`config.mk`:
```
export PLATFORM = sky130hd
export DESIGN_NAME = pe_sequencer
export DESIGN_NICKNAME = d
export VERILOG_FILES = /design/src/rtl/pe_sequencer.sv
export SDC_FILE = /design/constraint.sdc
export NUM_CORES = 1
export LEC_CHECK = 0
export BUFFER_PORTS_ARGS = -buffer_cell sky130_fd_sc_hd__clkbuf_2
export CORE_MARGIN = 2
export CORE_UTILIZATION = 30
export CTS_CLUSTER_DIAMETER = 100
export CTS_CLUSTER_SIZE = 16
export DETAILED_ROUTE_END_ITERATION = 10
export PLACE_DENSITY = 0.53
export SYNTH_ARGS = -nofsm -noshare
export SYNTH_HDL_FRONTEND = slang
export SYNTH_SLANG_ARGS = --single-unit
```
`constraint.sdc`:
```
create_clock -name clk -period 4.4 [get_ports clk]
set_input_delay 0.22 -clock clk [delete_from_list [all_inputs] [get_ports clk]]
set_output_delay 0.22 -clock clk [all_outputs]
set_load 0.02 [all_outputs]
```
`src/rtl/pe_sequencer.sv`:
```
// Purpose : program-store sequencer that issues per-cycle instruction fields to the PE array.
// Latency : first instruction registered one cycle after start is accepted; then one per cycle.
// Backpr. : none; outputs advance every cycle while running, start is ignored unless idle.
//
// Ports:
//   clk, rst                         clock, synchronous active-high reset
//   prog_we, prog_addr, prog_wdata   program-store write port (only honoured while idle)
//   start                            run request, sampled in IDLE
//   busy, done, issue_valid          run status, HALT-retire pulse, ISSUE qualifier
//   pe_w/ra/rb/src/op/imm/re         instruction fields broadcast to every PE
module pe_sequencer #(
    parameter int PROG_DEPTH = 16,
    parameter int LOOP_W     = 8
) (
    input  logic        clk,
    input  logic        rst,
    input  logic        prog_we,
    input  logic [3:0]  prog_addr,
    input  logic [19:0] prog_wdata,
    input  logic        start,
    output logic        busy,
    output logic        done,
    output logic        issue_valid,
    output logic [2:0]  pe_w,
    output logic [2:0]  pe_ra,
    output logic [2:0]  pe_rb,
    output logic [2:0]  pe_src,
    output logic [2:0]  pe_op,
    output logic        pe_imm,
    output logic        pe_re
);

    localparam logic [1:0] K_ISSUE = 2'b00;
    localparam logic [1:0] K_NOP   = 2'b01;
    localparam logic [1:0] K_LOOP  = 2'b10;
    localparam logic [1:0] K_HALT  = 2'b11;

    // src=7 selects the constant-0 input so an idle cycle can never write a register.
    localparam logic [2:0] SRC_IDLE = 3'b111;

    typedef enum logic {IDLE, RUN} state_t;

    logic [19:0]       prog_mem [PROG_DEPTH];
    state_t            state, state_nxt;
    logic [3:0]        pc, pc_nxt;
    logic              loop_active, loop_active_nxt;
    logic [LOOP_W-1:0] loop_cnt, loop_cnt_nxt;

    logic [19:0]       instr;
    logic [1:0]        kind;
    logic [3:0]        loop_target;
    logic [LOOP_W-1:0] loop_count;
    logic              unused_bits;

    logic              busy_nxt, done_nxt, issue_valid_nxt;
    logic [2:0]        w_nxt, ra_nxt, rb_nxt, src_nxt, op_nxt;
    logic              imm_nxt, re_nxt;

    assign instr       = prog_mem[pc];
    assign kind        = instr[19:18];
    assign loop_target = instr[11:8];
    assign loop_count  = instr[LOOP_W-1:0];
    assign unused_bits = instr[0];

    // Program store: not reset, writable only while idle.
    always_ff @(posedge clk) begin
        if (!rst && prog_we && state == IDLE) begin
            prog_mem[prog_addr] <= prog_wdata;
        end
    end

    // State and registered outputs.
    always_ff @(posedge clk) begin
        if (rst) begin
            state       <= IDLE;
            pc          <= 4'd0;
            loop_active <= 1'b0;
            loop_cnt    <= '0;
            busy        <= 1'b0;
            done        <= 1'b0;
            issue_valid <= 1'b0;
            pe_w        <= 3'd0;
            pe_ra       <= 3'd0;
            pe_rb       <= 3'd0;
            pe_src      <= SRC_IDLE;
            pe_op       <= 3'd0;
            pe_imm      <= 1'b0;
            pe_re       <= 1'b0;
        end else begin
            state       <= state_nxt;
            pc          <= pc_nxt;
            loop_active <= loop_active_nxt;
            loop_cnt    <= loop_cnt_nxt;
            busy        <= busy_nxt;
            done        <= done_nxt;
            issue_valid <= issue_valid_nxt;
            pe_w        <= w_nxt;
            pe_ra       <= ra_nxt;
            pe_rb       <= rb_nxt;
            pe_src      <= src_nxt;
            pe_op       <= op_nxt;
            pe_imm      <= imm_nxt;
            pe_re       <= re_nxt;
        end
    end

    // Next-state: pc sequencing and the single-level loop counter.
    always_comb begin
        state_nxt       = state;
        pc_nxt          = pc;
        loop_active_nxt = loop_active;
        loop_cnt_nxt    = loop_cnt;
        case (state)
            IDLE: begin
                if (start) begin
                    state_nxt = RUN;
                    pc_nxt    = 4'd0;
                end
            end
            RUN: begin
                case (kind)
                    K_ISSUE, K_NOP: pc_nxt = pc + 4'd1;
                    K_LOOP: begin
                        // A LOOP seen while a loop is live uses the live counter,
                        // so the body runs count+1 times in total.
                        if (!loop_active) begin
                            if (loop_count == '0) begin
                                pc_nxt = pc + 4'd1;
                            end else begin
                                loop_cnt_nxt    = loop_count - 1'b1;
                                loop_active_nxt = 1'b1;
                                pc_nxt          = loop_target;
                            end
                        end else if (loop_cnt == '0) begin
                            loop_active_nxt = 1'b0;
                            pc_nxt          = pc + 4'd1;
                        end else begin
                            loop_cnt_nxt = loop_cnt - 1'b1;
                            pc_nxt       = loop_target;
                        end
                    end
                    K_HALT: begin
                        state_nxt       = IDLE;
                        loop_active_nxt = 1'b0;
                    end
                    default: ;
                endcase
            end
            default: state_nxt = IDLE;
        endcase
    end

    // Output values for the next cycle; idle encoding unless an ISSUE retires.
    always_comb begin
        busy_nxt        = (state_nxt == RUN);
        done_nxt        = (state == RUN) && (kind == K_HALT);
        issue_valid_nxt = 1'b0;
        w_nxt           = 3'd0;
        ra_nxt          = 3'd0;
        rb_nxt          = 3'd0;
        src_nxt         = SRC_IDLE;
        op_nxt          = 3'd0;
        imm_nxt         = 1'b0;
        re_nxt          = 1'b0;
        if (state == RUN && kind == K_ISSUE) begin
            issue_valid_nxt = 1'b1;
            w_nxt           = instr[17:15];
            ra_nxt          = instr[14:12];
            rb_nxt          = instr[11:9];
            src_nxt         = instr[8:6];
            op_nxt          = instr[5:3];
            imm_nxt         = instr[2];
            re_nxt          = instr[1];
        end
    end

endmodule
```
==> results of run 1 <==
-- state kept, by name, indices dropped and copies added (netlist names), named ones only --
register / flops
done: 1
pe_re: 1
pe_op: 3
pe_src: 3
issue_valid: 1
pe_rb: 3
state: 1
loop_active: 1
pe_imm: 1
pc: 4
pe_ra: 3
loop_cnt: 8
prog_mem: 320
pe_w: 3
-- per-stage QoR --
step	power, W	hold slack [ns]	area (um^2)
after global placement	0.00418	0.472	15000
after floorplan	0.00406	0.319	14000
after CTS	0.00646	0.0633	15800
after detailed placement	0.00418	0.483	15000
after global routing	0.00660	0.0891	15800
final	0.00639	0.0700	15800
-- per-layer routing --
metal | track usage | vias up
met1 | 0.202 | 3622
li1 | - | 2975
met4 | 0.0333 | 2
met5 | 0 | -
met3 | 0.0199 | 43
met2 | 0.223 | 151
-- kinds of logic (layout without fill, tap and decap cells) --
kind of cell,count (synthesis),after routing,synth area share
AOI/OAI and AO/OA,63,63,0.0400
buffers and inverters,46,134,0.0188
muxes,111,111,0.152
adders and majority gates,2,2,0.00179
other,0,1,0
and+or+nand+nor,119,119,0.0458
xor gates and xnor gates,1,1,0.000627
DFF,357,357,0.741
-- worst register-to-register path, delay by kind of cell, from the launching register on --
kind	cells	cell delay [ns]
DFF	1	0.89
muxes	2	1.21
AOI/OAI and AO/OA	4	1.10
and+or+nand+nor	2	0.26
-- power by group --
part / internal (W) / switching [W] / leakage [nW]
Combinational: 0.000150 / 0.000202 / 1.28
Sequential: 0.00371 / 0.0000358 / 3.18
Clock: 0.00116 / 0.00113 / 0.367
Total: 0.00502 / 0.00137 / 4.83
-- cell usage in the layout, fill, tap and decap left out, types with 4 or more instances in the layout --
cell	n
a21oi_1	8
a221oi_1	6
a22oi_1	4
a31oi_1	4
and2_1	6
buf_4	21
clkbuf_1	19
clkbuf_16	27
clkbuf_2	47
dfxtp_1	34
edfxtp_1	320
inv_1	13
mux2i_1	30
mux4_2	79
nand2_1	20
nand2b_1	6
nand3_1	10
nand4_1	6
nor2_1	18
nor2_2	13
nor2b_1	17
nor3_2	4
o21ai_0	4
-- final cells by class --
| cell class | instances | area (um^2) | area share |
|---|---|---|---|
| well taps | 607 | 759 | 0.0481 |
| clock buffers | 46 | 747 | 0.0473 |
| diodes | 1 | 2.50 | 0.000158 |
| clock inverters | 2 | 25.0 | 0.00158 |
| multi-input cells | 296 | 3400 | 0.215 |
| repair buffers | 72 | 463 | 0.0293 |
| inverters | 14 | 52.6 | 0.00333 |
| flip-flops and latches | 357 | 10400 | 0.655 |
-- repair_timing --
item	in CTS	in global routing
gates resized for setup	0	0
setup buffers	0	0
hold buffers	1	0
endpoints found under the hold margin	1	0
-- how the worst min path moves through the flow --
stage                        start                to  slack, ns  cells after the start
floorplan            prog_wdata[0]    prog_mem[0][0]       0.32                      0
global placement             pc[3]          register       0.47                      1
detailed placement           pc[3]          register       0.48                      1
CTS                 prog_wdata[13]  prog_mem[12][13]       0.06                      1
global route         prog_wdata[7]   prog_mem[10][7]       0.09                      1
finish              prog_wdata[14]   prog_mem[2][14]       0.07                      1
==> run summary, run 1 <==
Final Cycle Share - 0.800
Critical Path RT - 4.86 ns
CP startpoint kind - register
Setup WS post-layout - 0.878 ns
Max VDD drop - 0.000276 V
Final #Nets - 797
Critical-path maximum fanout - 39
Final non-filler cell total - 1,395
Top-count cell post-synth - edfxtp_1
Worst min-delay path class - in -> reg
Routed vias/inst - 4.87
H-tree Lvls - 1
Total wire length - 33,700 um
Final hold violations - 0
CP most frequent cell - mux4_2
Root buffer cell - clkbuf_16
Vias - 6,793
Avg Cell Area, Syn - 20.0 um^2
RSZ-0062 raised after global routing - false
Critical Path End Type - register
Uppermost routed layer - met5
GRT Resource Usage Total - 0.140
Synthesized instance count - 699
Largest net degree at the start of global routing - 40
Clk sinks - 357
DR DRC count - 0
# rows - 79
Mean routed wirelength per cell - 24.1 um
Number of global-route vias before repair - 6,891
Core outline area - 46,300 um^2
Status - completed
Gr ovfl total - 0
Post-DP HPWL - 19,000 um
Clk slew on worst S/H paths - 0.08 ns
Final core utilization - 0.342
CTS buffer count - 26
Antenna Nets Post-Route - 0
Seq cells post-synth - 357
Starting density of the core - 0.302
WS Path Type - reg -> reg
Slowest stage delay, CP - 0.89 ns
CP Capture Point - loop_cnt[4]
EDFF count, synth - 320
Metal2 WL - 15,800 um
Worst path slowest cell - dfxtp_4
Cells on worst reg2reg path - 8
Worst skew pair latency - 0.55 ns
Setup TNS - 0 ns
Final Skew - 0.0212 ns
I/O pins - 48
Cell depth of the worst setup path - 8
Die width - 220 um
Syn. warnings - 0
Ys flop type - edfxtp_1
Top cells by area, synth - edfxtp_1 69%, mux4_2 13%, dfxtp_1 5.3%, mux2i_1 2.2%, nor2_1 0.81%
Number of max-cap violations - 0
Mapped Nets - 729
Asr flop ratio synth - 0
R2R Path End - loop_cnt[4]
First-pass GRT wire length - 48,700 um
Worst reg-to-reg setup slack - 0.88 ns
DP Worst Slack - 0.813 ns
DRT met1 WL - 15,700 um
Count of different cell masters after synthesis - 61
Slew Viols, Final - 0
Share of layout cells above drive strength 1 - 0.281
TritonCTS clock tree - done
Lkg Pwr - 4.83 nW
Initial antenna violation count - 1
Worst path bufs/invs - 0
Worst slew margin - 0.386
Cell family with most CP delay - multiplexers
Tightest Pin Transition - 0.920 ns
DR WL met3 - 1480 um
Post-synth top area cell - edfxtp_1
Final min period - 3.52 ns
Final number of setup-violating endpoints - 0
Area share of the largest cell type after synthesis - 0.688
Drt initial violations - 596
Post-synthesis instance area - 14,000 um^2
Die area - 48,300 um^2
Fillers - 4,378
Synth-to-Final Area Change - 13.2%
Top cells by count, synth - 320 x edfxtp_1, 79 x mux4_2, 37 x dfxtp_1
Sequential area share after synthesis - 0.741
Dpl cells - 1,345
CP Cell Sequence - mux4_2 -> mux4_2 -> a31oi_1 -> and2_2 -> nand2_2 -> a31oi_4 -> o21ai_0 -> o311ai_1
Port bufs - 47
Fmax - 0.284 GHz
Final Wtd Congestion - 0.749
P per Cell Area - 404 nW/um^2
Clk buf depth - 3
CP Data Arrival Time - 3.98 ns
Die height - 220 um
Pre-Repair DR Iteration Count - 5
(Power assumes the default switching activity.)
==> run 2, diff against run 1 <==
--- a/config.mk
+++ b/config.mk
@@ -11,7 +11,7 @@
 export CTS_CLUSTER_DIAMETER = 100
 export CTS_CLUSTER_SIZE = 16
 export DETAILED_ROUTE_END_ITERATION = 10
-export PLACE_DENSITY = 0.53
+export PLACE_DENSITY = 0.55
 export SYNTH_ARGS = -nofsm -noshare
 export SYNTH_HDL_FRONTEND = slang
 export SYNTH_SLANG_ARGS = --single-unit
==> constraint.sdc (replaced) <==
create_clock -name clk -period 2.9 [get_ports clk]
set_input_delay 0.145 -clock clk [delete_from_list [all_inputs] [get_ports clk]]
set_output_delay 0.145 -clock clk [all_outputs]
set_load 0.02 [all_outputs]
==> run summary, run 2 (synthesis results as in run 1) <==
FF+latch area - 10,400 um^2
Die height - 220 um
Final hold violations - 0
Drt initial violations - 558
Final Wtd Congestion - 0.798
Slew Viols, Final - 0
Worst reg-to-reg setup slack - 0.1 ns
Final Cycle Share - 0.967
Largest regs - prog_mem: 320 flops, loop_cnt: 8 flops, pc: 4 flops
Tightest Pin Transition - 0.574 ns
DR DRC count - 0
CTS buffer count - 26
Clk buf depth - 3
Vias - 7,010
Largest net degree at the start of global routing - 32
Worst slew margin - 0.617
Cells on worst reg2reg path - 6
Status - completed
Most frequent cells in the layout - 320 x edfxtp_1, 79 x mux4_2, 49 x buf_4, 47 x clkbuf_2, 34 x dfxtp_1
WS Path Type - reg -> reg
Multi-input gate area - 3430 um^2
Hold Path Depth - 1
Worst skew pair latency - 0.57 ns
P per Cell Area - 598 nW/um^2
Starting density of the core - 0.302
Critical Path RT - 3.36 ns
Critical-path maximum fanout - 9
H-tree Lvls - 1
Antenna Nets Post-Route - 0
Max VDD drop - 0.000375 V
Post-Layout Inst Area - 16,300 um^2
Clk slew on worst S/H paths - 0.07 ns
Port bufs - 47
RSZ-0062 raised after global routing - true
TritonCTS clock tree - done
Hold Path Sink - prog_mem[4][6]
Lkg Pwr - 5.06 nW
Final Skew - 0.0155 ns
Critical Path End Type - register
# rows - 79
Core outline area - 46,300 um^2
GRT Resource Usage Total - 0.138
Start point of the worst hold path - prog_wdata[6]
Commonest non-fill, non-tap cell in the layout - edfxtp_1
R2R Path End - pe_op[0]
Number of max-cap violations - 0
Routed vias/inst - 4.87
I/O pins - 48
First-pass GRT wire length - 48,700 um
Initial antenna violation count - 0
Share of layout cells above drive strength 1 - 0.309
Pre-Repair DR Iteration Count - 5
CP startpoint kind - register
Total wire length - 33,600 um
Register name with the most flops - prog_mem
Placement Cell Area - 15,300 um^2
Root buffer cell - clkbuf_16
Fmax - 0.357 GHz
Fillers - 4,362
# diodes - 0
Max reg flops - 320
Die area - 48,300 um^2
Die width - 220 um
Worst min-delay path class - in -> reg
Clk sinks - 357
CP Data Arrival Time - 3.26 ns
Final min period - 2.80 ns
Post-DP HPWL - 19,300 um
Mean routed wirelength per cell - 23.4 um
Synth-to-Final Area Change - 16.6%
Final core utilization - 0.352
Number of global-route vias before repair - 7,176
Gr ovfl total - 0
Final #Nets - 842
Final number of setup-violating endpoints - 0
run 2: changes by cell type in the layout (fill, tap and decap cells not counted), sizes merged:
| cell | change |
|---|---|
| clkbuf | +2 |
| clkinv | +1 |
| diode | -1 |
| buf | +31 |
| dlygate4sd3 | +12 |
| inv | -1 |
run 2: metal layers:
| metal | global-route usage | up-vias | part of all wire |
|---|---|---|---|
| met5 | 0 | - | 0 |
| met2 | 0.221 | 207 | 0.47 |
| li1 | - | 3069 | - |
| met1 | 0.197 | 3680 | 0.46 |
| met4 | 0.0360 | 0 | 0.027 |
| met3 | 0.0204 | 54 | 0.053 |
run 2: where the power goes:
part | internal (W) | leakage [nW] | switching (W)
clock | 0.00170 | 0.358 | 0.00172
combinational | 0.000285 | 1.52 | 0.000362
sequential | 0.00563 | 3.18 | 0.0000251
total | 0.00762 | 5.06 | 0.00211
run 2: worst max-delay path, stage by stage, from the launching register on:
cell	delay [ns]
dfxtp_4	0.48
buf_12	0.18
mux4_1	0.54
mux4_2	0.56
or3_1	0.49
buf_4	0.24
a21oi_1	0.22
run 2: worst max-delay path by stage:
| stage | from | end | slack [ns] |
|---|---|---|---|
| 2_1_floorplan | register | pe_ra[0] | 0.18 |
| 4_1_cts | register | pe_op[0] | 0.09 |
| 3_5_place_dp | register | pe_op[0] | 0.11 |
| 6_report | register | pe_op[0] | 0.1 |
| 5_1_grt | register | register | -0.003 |
| 3_3_place_gp | register | loop_cnt[7] | 0.14 |
run 2: through the flow:
stage | TNS, ns | cells | hold slack [ns] | power, W | setup WS (ns)
after floorplan | 0 | 699 | 0.244 | 0.00616 | 0.175
after global placement | 0 | 1372 | 0.456 | 0.00638 | 0.144
after detailed placement | 0 | 1372 | 0.471 | 0.00638 | 0.112
after CTS | 0 | 1433 | 0.000167 | 0.00980 | 0.0875
after global routing | -0.00402 | 1439 | 0.0225 | 0.0101 | -0.00310
final | 0 | 1439 | 0.00276 | 0.00974 | 0.0963
run 2: layout make-up:
cell class / instances / share of cell area
clock buffer: 46 / 0.0446
clock inverter: 2 / 0.00200
inverter: 14 / 0.00323
multi-input combinational: 296 / 0.211
sequential: 357 / 0.637
tap: 607 / 0.0467
timing repair buffer: 117 / 0.0560
run 2: timing repair:
| action | CTS | global route |
|---|---|---|
| hold buffers | 13 | 0 |
| resized for setup | 0 | 9 |
| endpoints found under the hold margin | 164 | 0 |
| setup endpoints to repair | 0 | 6 |
| setup buffers | 0 | 4 |
